==> src/rtl/lsu_wb_fifo_pkg.sv <==
// Shared LSU/CDB result types: the broadcast record carried from the LSU to CDB arbitration.
package lsu_wb_fifo_pkg;

   localparam int ROB_ID_W = 5;
   localparam int XLEN     = 32;

   typedef struct packed {
      logic [ROB_ID_W-1:0] rob_id;
      logic [XLEN-1:0]     value;
      logic                exception;
      logic                is_store;
   } cdb_info_t;

endpackage

==> src/rtl/lsu_wb_fifo.sv <==
// In-order LSU result buffer ahead of the CDB arbiter; push-to-valid 1 cycle (0 with LSU_WB_FIFO_BYPASS_EN), refuses input only when full.
// lsu_ready_o depends on registered occupancy only, so cdb_ready_i never reaches the LSU combinationally.
module lsu_wb_fifo
   import lsu_wb_fifo_pkg::*;
#(
   parameter int  DEPTH   = 4,
   localparam int PTR_LEN = $clog2(DEPTH)
) (
   input  logic             clk,
   input  logic             rst,
   input  logic             flush,
   input  logic             lsu_valid_i,
   output logic             lsu_ready_o,
   input  cdb_info_t        lsu_result_i,
   output logic             cdb_valid_o,
   input  logic             cdb_ready_i,
   output cdb_info_t        cdb_result_o,
   output logic [PTR_LEN:0] count_o
);

   localparam logic [PTR_LEN:0]   FULL_CNT = (PTR_LEN+1)'(DEPTH);
   localparam logic [PTR_LEN:0]   CNT_ONE  = (PTR_LEN+1)'(1);
   localparam logic [PTR_LEN-1:0] PTR_ONE  = PTR_LEN'(1);

   cdb_info_t          mem [DEPTH];
   logic [PTR_LEN-1:0] head;
   logic [PTR_LEN-1:0] tail;
   logic [PTR_LEN:0]   count;

   logic empty;
   logic push;
   logic pop;
   logic wr_en;
   logic rd_en;
   logic clr;

   assign clr         = rst | flush;
   assign empty       = (count == '0);
   assign lsu_ready_o = (count != FULL_CNT);
   assign push        = lsu_valid_i & lsu_ready_o;
   assign count_o     = count;

`ifdef LSU_WB_FIFO_BYPASS_EN
   logic bypass;

   // An empty buffer forwards the incoming result straight to the arbiter.
   assign bypass      = empty & lsu_valid_i;
   assign cdb_valid_o = ~empty | bypass;
   assign pop         = cdb_valid_o & cdb_ready_i;
   assign wr_en       = push & ~(bypass & cdb_ready_i);
   assign rd_en       = pop & ~empty;

   always_comb begin
      cdb_result_o = '0;
      if (!empty) begin
         cdb_result_o = mem[head];
      end else if (bypass) begin
         cdb_result_o = lsu_result_i;
      end
   end
`else
   assign cdb_valid_o = ~empty;
   assign pop         = cdb_valid_o & cdb_ready_i;
   assign wr_en       = push;
   assign rd_en       = pop;

   always_comb begin
      cdb_result_o = '0;
      if (!empty) begin
         cdb_result_o = mem[head];
      end
   end
`endif

   // Storage is left uncleared; occupancy alone decides what is visible.
   always_ff @(posedge clk) begin
      if (wr_en && !clr) begin
         mem[tail] <= lsu_result_i;
      end
   end

   always_ff @(posedge clk) begin
      if (clr) begin
         head  <= '0;
         tail  <= '0;
         count <= '0;
      end else begin
         if (wr_en) begin
            tail <= tail + PTR_ONE;
         end
         if (rd_en) begin
            head <= head + PTR_ONE;
         end
         case ({wr_en, rd_en})
            2'b10:   count <= count + CNT_ONE;
            2'b01:   count <= count - CNT_ONE;
            default: count <= count;
         endcase
      end
   end

   always_ff @(posedge clk) begin
      if (!clr) begin
         assert (!(rd_en && empty));
         assert (!(wr_en && (count == FULL_CNT)));
      end
   end

endmodule

==> config.mk <==
export PLATFORM = sky130hd
export DESIGN_NAME = lsu_wb_fifo
export DESIGN_NICKNAME = d
export VERILOG_FILES = /design/src/rtl/lsu_wb_fifo_pkg.sv /design/src/rtl/lsu_wb_fifo.sv
export SDC_FILE = /design/constraint.sdc
export NUM_CORES = 1
export LEC_CHECK = 0
export ABC_AREA = 1
export CORE_MARGIN = 4
export CORE_UTILIZATION = 49
export CTS_CLUSTER_DIAMETER = 30
export DETAILED_ROUTE_END_ITERATION = 10
export PLACE_DENSITY = 0.76
export SLEW_MARGIN = 40
export SYNTH_ARGS = -nofsm -noshare
export SYNTH_HDL_FRONTEND = slang
export SYNTH_SLANG_ARGS = --single-unit
==> constraint.sdc <==
create_clock -name clk -period 3 [get_ports clk]
set_input_delay 0.45 -clock clk [delete_from_list [all_inputs] [get_ports clk]]
set_output_delay 0.45 -clock clk [all_outputs]
set_load 0.02 [all_outputs]
# --- Word level (Yosys, flattened, before mapping) ---
# Memory sizes are Yosys's and may differ from the RTL's. A register that Yosys moved wholly into a read port is not among the register bits.
# Cells that the tools add are included.
word_totals:
  ram_bits: 156
  elab_cells: 25
  mem_count: 1
  output_inout_bits: 44
  in_bits: 44
  reg_bits: 7
classes:
  n_eq_ne: 3
  n_reduce_logical: 4
  muxes: 6
  n_bitwise: 4
  addsub: 4
mem_list:
  columns: ["memory", "depth", "word_bits", "rd", "rd_clocked_by_memory_dff", "write_ports", "line", "source"]
  rows:
  - ["mem", 4, 39, 1, 1, 1, "lsu_wb_fifo.sv:25", "cdb_info_t mem [DEPTH];"]
ops:
  columns: ["operator", "count"]
  rows:
  - ["two-way mux 39 bit", 1]
  - ["case mux 3 bit (2 select lines)", 1]
  - ["adder 2 x 1 -> 2 bit, second input constant", 2]
  - ["two-way mux 2 bit", 2]
  - ["adder 3 x 1 -> 3 bit, second input constant", 1]
  - ["zero test 3 bit", 1]
  - ["inequality test 3 bit, second input constant", 1]
  - ["subtractor 3 x 1 -> 3 bit, second input constant", 1]
  - ["bitwise AND 1 bit", 2]
  - ["== test 2 x 1 -> 1 bit, second input constant", 1]
  - ["== test 2 bit, second input constant", 1]
  - ["two-way mux 1 bit", 2]
  - ["nonzero test 2 bit", 1]
  - ["logical AND 1 bit", 1]
  - ["zero test 1 bit", 1]
  - ["inverter 1 bit", 1]
  - ["bitwise OR 1 bit", 1]

# --- Logic depth before layout (Yosys ltp) ---
logic_depth:
  word_depth: 5
  depth_mapped: 13
  ltp_nobuf: 13

# --- Worst setup path after synthesis ---
# Ideal clock, no wire load.
synth_timing:
  path_type: "register to register"
  from: "reg count[1], in the netlist count_o[1]"
  to: "mem mem[0][0] (netlist bit), enable pin"
  required_time_ps: 2565
  stages_incl_launch_ff: 5
  arrival_time_ps: 2584
  synth_period_minus_slack_ps: 3019
  setup_time_ps: 435
  setup_slack_ps: -19
  n_path_buf: 0
  path_cell_list: "dfxtp_1 nor2_2 a21boi_1 nand2_1 nor2_1"
synth_between:
  elab_chain_cells: 5
synth_rtl:
  columns: ["element", "line", "source"]
  rows:
  - ["from (decl)", "lsu_wb_fifo.sv:28", "logic [PTR_LEN:0] count;"]
  - ["from (signal assigned)", "lsu_wb_fifo.sv:95", "2'b10: count <= count + CNT_ONE;"]
  - ["from (signal assigned)", "lsu_wb_fifo.sv:96", "2'b01: count <= count - CNT_ONE;"]
  - ["from (signal assigned)", "lsu_wb_fifo.sv:97", "default: count <= count;"]
  - ["inequality test 3 bit", "lsu_wb_fifo.sv:39", "assign lsu_ready_o = (count != FULL_CNT);"]
  - ["bitwise AND 1 bit", "lsu_wb_fifo.sv:40", "assign push = lsu_valid_i & lsu_ready_o;"]
  - ["logical AND 1 bit", "lsu_wb_fifo.sv:77", "if (wr_en && !clr) begin"]
  - ["two-way mux 1 bit", "lsu_wb_fifo.sv:77", null]
  - ["two-way mux 1 bit (implied by the code)", "lsu_wb_fifo.sv:78", "mem[tail] <= lsu_result_i;"]
  - ["to (decl)", "lsu_wb_fifo.sv:25", null]
# Every way passes these cells.

==> results.md <==
* Initial DRC Count at between 400 and 500
* Finished Layout Cells at 810
* Per-cell routed wire length at between 15 and 20 um
* Maximum vdd ir drop at approximately 0.4 mV
* Hold buffer count at cts at 0
* Kind of critical path: reg -> out
* Worst R2R Setup Slack at 960 ps
* RSZ-0062 raised after global routing: false
* Top-area cell type share of the netlist area at a little under three quarters
* Global Route met1 Usage at between 20% and 30%
* Ports at between 80 and 90
* Sink Count at 165
* Highest clock rate at about 350 MHz
* Final instance area at just over 8000 um2
* Final hold vios at 0
* MaxCap Viol Count at 0
* Power, Total at around 5.2 mW
* TritonCTS clock tree: yes
* Post-synthesis cell type count at 21
* Ant. Diodes at 0
* Avg Inst Size Synth at 12.3 um2
* Seq cells post-synth at 165
* ANT nets after route at 0
* Synth warn at 0
* Routability congestion estimate at roughly 0.84
* P&R area growth vs syn at 26.4%
* Die height at 124 um
* Clock skew at around 11 ps
* Met3 usage at 5.50%
* # rows at between 40 and 50
* Net Sw Power at 1.05 mW
* WP data required at about 2600 ps
* Largest buffer count on any clock path at 2
* FF-to-FF End: mem[1][24]
* Hold Crit Class: reg -> reg
* Max-slew headroom at between 60% and 70%
* Status: finished, final reports clean
* Dpl ws at between 400 and 500 ps
* GRT Total Usage at 19.4%
* DRC Markers at 0
* DIE AREA at around 15000 um2
* Setup-failing EPs final at 0
* Number of global-route vias before repair at approximately 4400
* Total grt overflow at 0
* Setup Fix Bufs, Post-CTS at 0
* Sequential-to-total area share from yosys stat at ~74%
* Slew @ Worst Pin at approximately 500 ps
* Final net count at about 680
* Ratio of cells with drive above 1 in the final layout at about 8.5%
* Post-synth top flop: edfxtp_1
* Clk root buf: clkbuf_16
* PwrDens at 629 nW/um2
* First-pass GRT wire length at around 22 mm
* CORE AREA at roughly 13000 um2
* Hold slack at 519 ps
* Pleak at 2.83 nW
* Pin count of the biggest net entering global routing at 51
* Fin crit period at 2850 ps
* Worst Setup Slack, final at between 150 and 200 ps
* Depth of the CTS H-tree at 4
* Mapped Cells at between 500 and 600
* R2r worst-path depth at 5
* FFs w/ async S/R, synth at 0%
* EDFF count, synth at about 160
* Most numerous cell in the Yosys netlist: nor2_1
* Vias per cell at 5.26
* Met2 Usage GRT at ~32%
* Part of the cycle the worst path needs at between 90% and 100%
* Inst Count DP at approximately 800
* Clock-pin slew on the worst setup and hold paths at approximately 60 ps
* Synth top area cells: edfxtp_1 (72%), nor2_1 (9.7%), o21ai_0 (4.6%)
* Drt first pass iters at 5
* Gate power share at under 10%
* Num CTS Buffers at 17
* Worst r2r src: count_o[1]
* Die Width at about 120 um
* Initial antenna violation count at 0
* Fillers at between 900 and 1000
* Worst Setup Start Kind: register
* WP data arrival at between 2000 and 2500 ps
* DP Wirelength at 8.43 mm
* Synth area leader: edfxtp_1
* Synthesized Nets at between 500 and 600
* Critical path fanouts, max at 30
* Top cells by count, synth: nor2_1 (170), edfxtp_1 (156), o21ai_0 (60), a21oi_1 (42), o21ai_1 (20)
* Sw frac at between 20% and 30%
* Port Buffers at a little under 90
* Post-Synthesis Cell Area at approximately 6500 um2
* Vias post-DR at roughly 4300
* Crit path capture type: primary output
* Clock share of power at between 40% and 50%
* Placed cell area at approximately 7600 um2
* Internal power at between 4 and 5 mW
* Worst setup path endpoint: cdb_result_o[3]
* Max Slew Vio Count at 0
* Starting Density at approximately 50%
* Sequential power share at 49.2%
* Clk_lat worst skew at between 400 and 500 ps
* Routed Wire Length at between 10 and 15 mm
* Busiest grt layer: met2
[placed cells by master, fill, tap and decap left out, drive strengths merged]
master         count
clkbuf            22
a21boi             1
bufinv             4
nand3              4
buf               14
ha                 5
clkinv             4
nand2             15
a21oi             42
dfxtp              9
clkdlybuf4s50     87
nor2             171
nand3b             1
fa                 1
clkinvlp           2
edfxtp           156
inv               20
o21ai             80
[layout make-up]
| type | count | area (um2) | area share [%] |
|---|---|---|---|
| clock buffer | 22 | 464 | 5.61 |
| multi-input combinational | 320 | 1460 | 17.7 |
| inverter | 20 | 82.6 | 0.998 |
| timing repair buffer | 101 | 1030 | 12.4 |
| clock inverter | 10 | 154 | 1.86 |
| tap | 172 | 215 | 2.60 |
| sequential | 165 | 4870 | 58.8 |
[kinds of logic after synthesis]
| logic type | count (synthesis) | synth area share (%) |
|---|---|---|
| AOI/OAI and AO/OA | 123 | 9.44 |
| adders and majority gates | 6 | 1.26 |
| buffers and inverters | 49 | 3.82 |
| DFF | 165 | 74.3 |
| and+or+nand+nor | 191 | 11.2 |
[flip-flops by register name (all words and copies together) (netlist names), named ones only]
signal   cells
mem        156
count_o      3
tail         2
head         2
[power groups by stage]
| stage | combinational, mW | sequential [mW] | clock (mW) |
|---|---|---|---|
| floorplan | 0.190 | 2.61 | 0 |
| global placement | 0.404 | 2.61 | 0 |
| detailed placement | 0.411 | 2.61 | 0 |
| CTS | 0.415 | 2.56 | 2.26 |
| global route | 0.449 | 2.56 | 2.38 |
| finish | 0.411 | 2.56 | 2.23 |
[worst min-delay path by stage]
stage,startpoint,endpoint,depth (start not counted)
finish,head[1],register,2
global route,head[1],head[1],2
CTS,head[1],head[1],2
detailed placement,head[1],register,2
global placement,head[1],register,2
floorplan,head[1],register,2
[critical path, cell delays in order, from the launching register on]
cell and delay, ps:
dfxtp_2 390, buf_4 350, nor2_1 90, nor2_1 100
o21ai_0 130, a21oi_1 250, clkdlybuf4s50_1 660
[timing repair]
| action | 4_1_cts | 5_1_grt |
|---|---|---|
| gates resized for setup | 1 | 3 |
| endpoints found under the setup margin | 3 | 14 |
| pin swaps | 0 | 0 |
[per-stage QoR]
step | utilization [%] | setup TNS (ps)
after floorplan | - | -2990
after global placement | 59.6 | 0
after detailed placement | 59.6 | 0
after CTS | 64.5 | 0
after global routing | 64.5 | 0
final | 64.5 | 0
[routing by layer]
| metal | part of all wire (%) | up-vias |
|---|---|---|
| met5 | 0 | - |
| li1 | - | 2048 |
| met2 | 50 | 154 |
| met3 | 7.6 | 15 |
| met1 | 41 | 2044 |
| met4 | 1.1 | 0 |
Power figures use the tool's default switching activity.
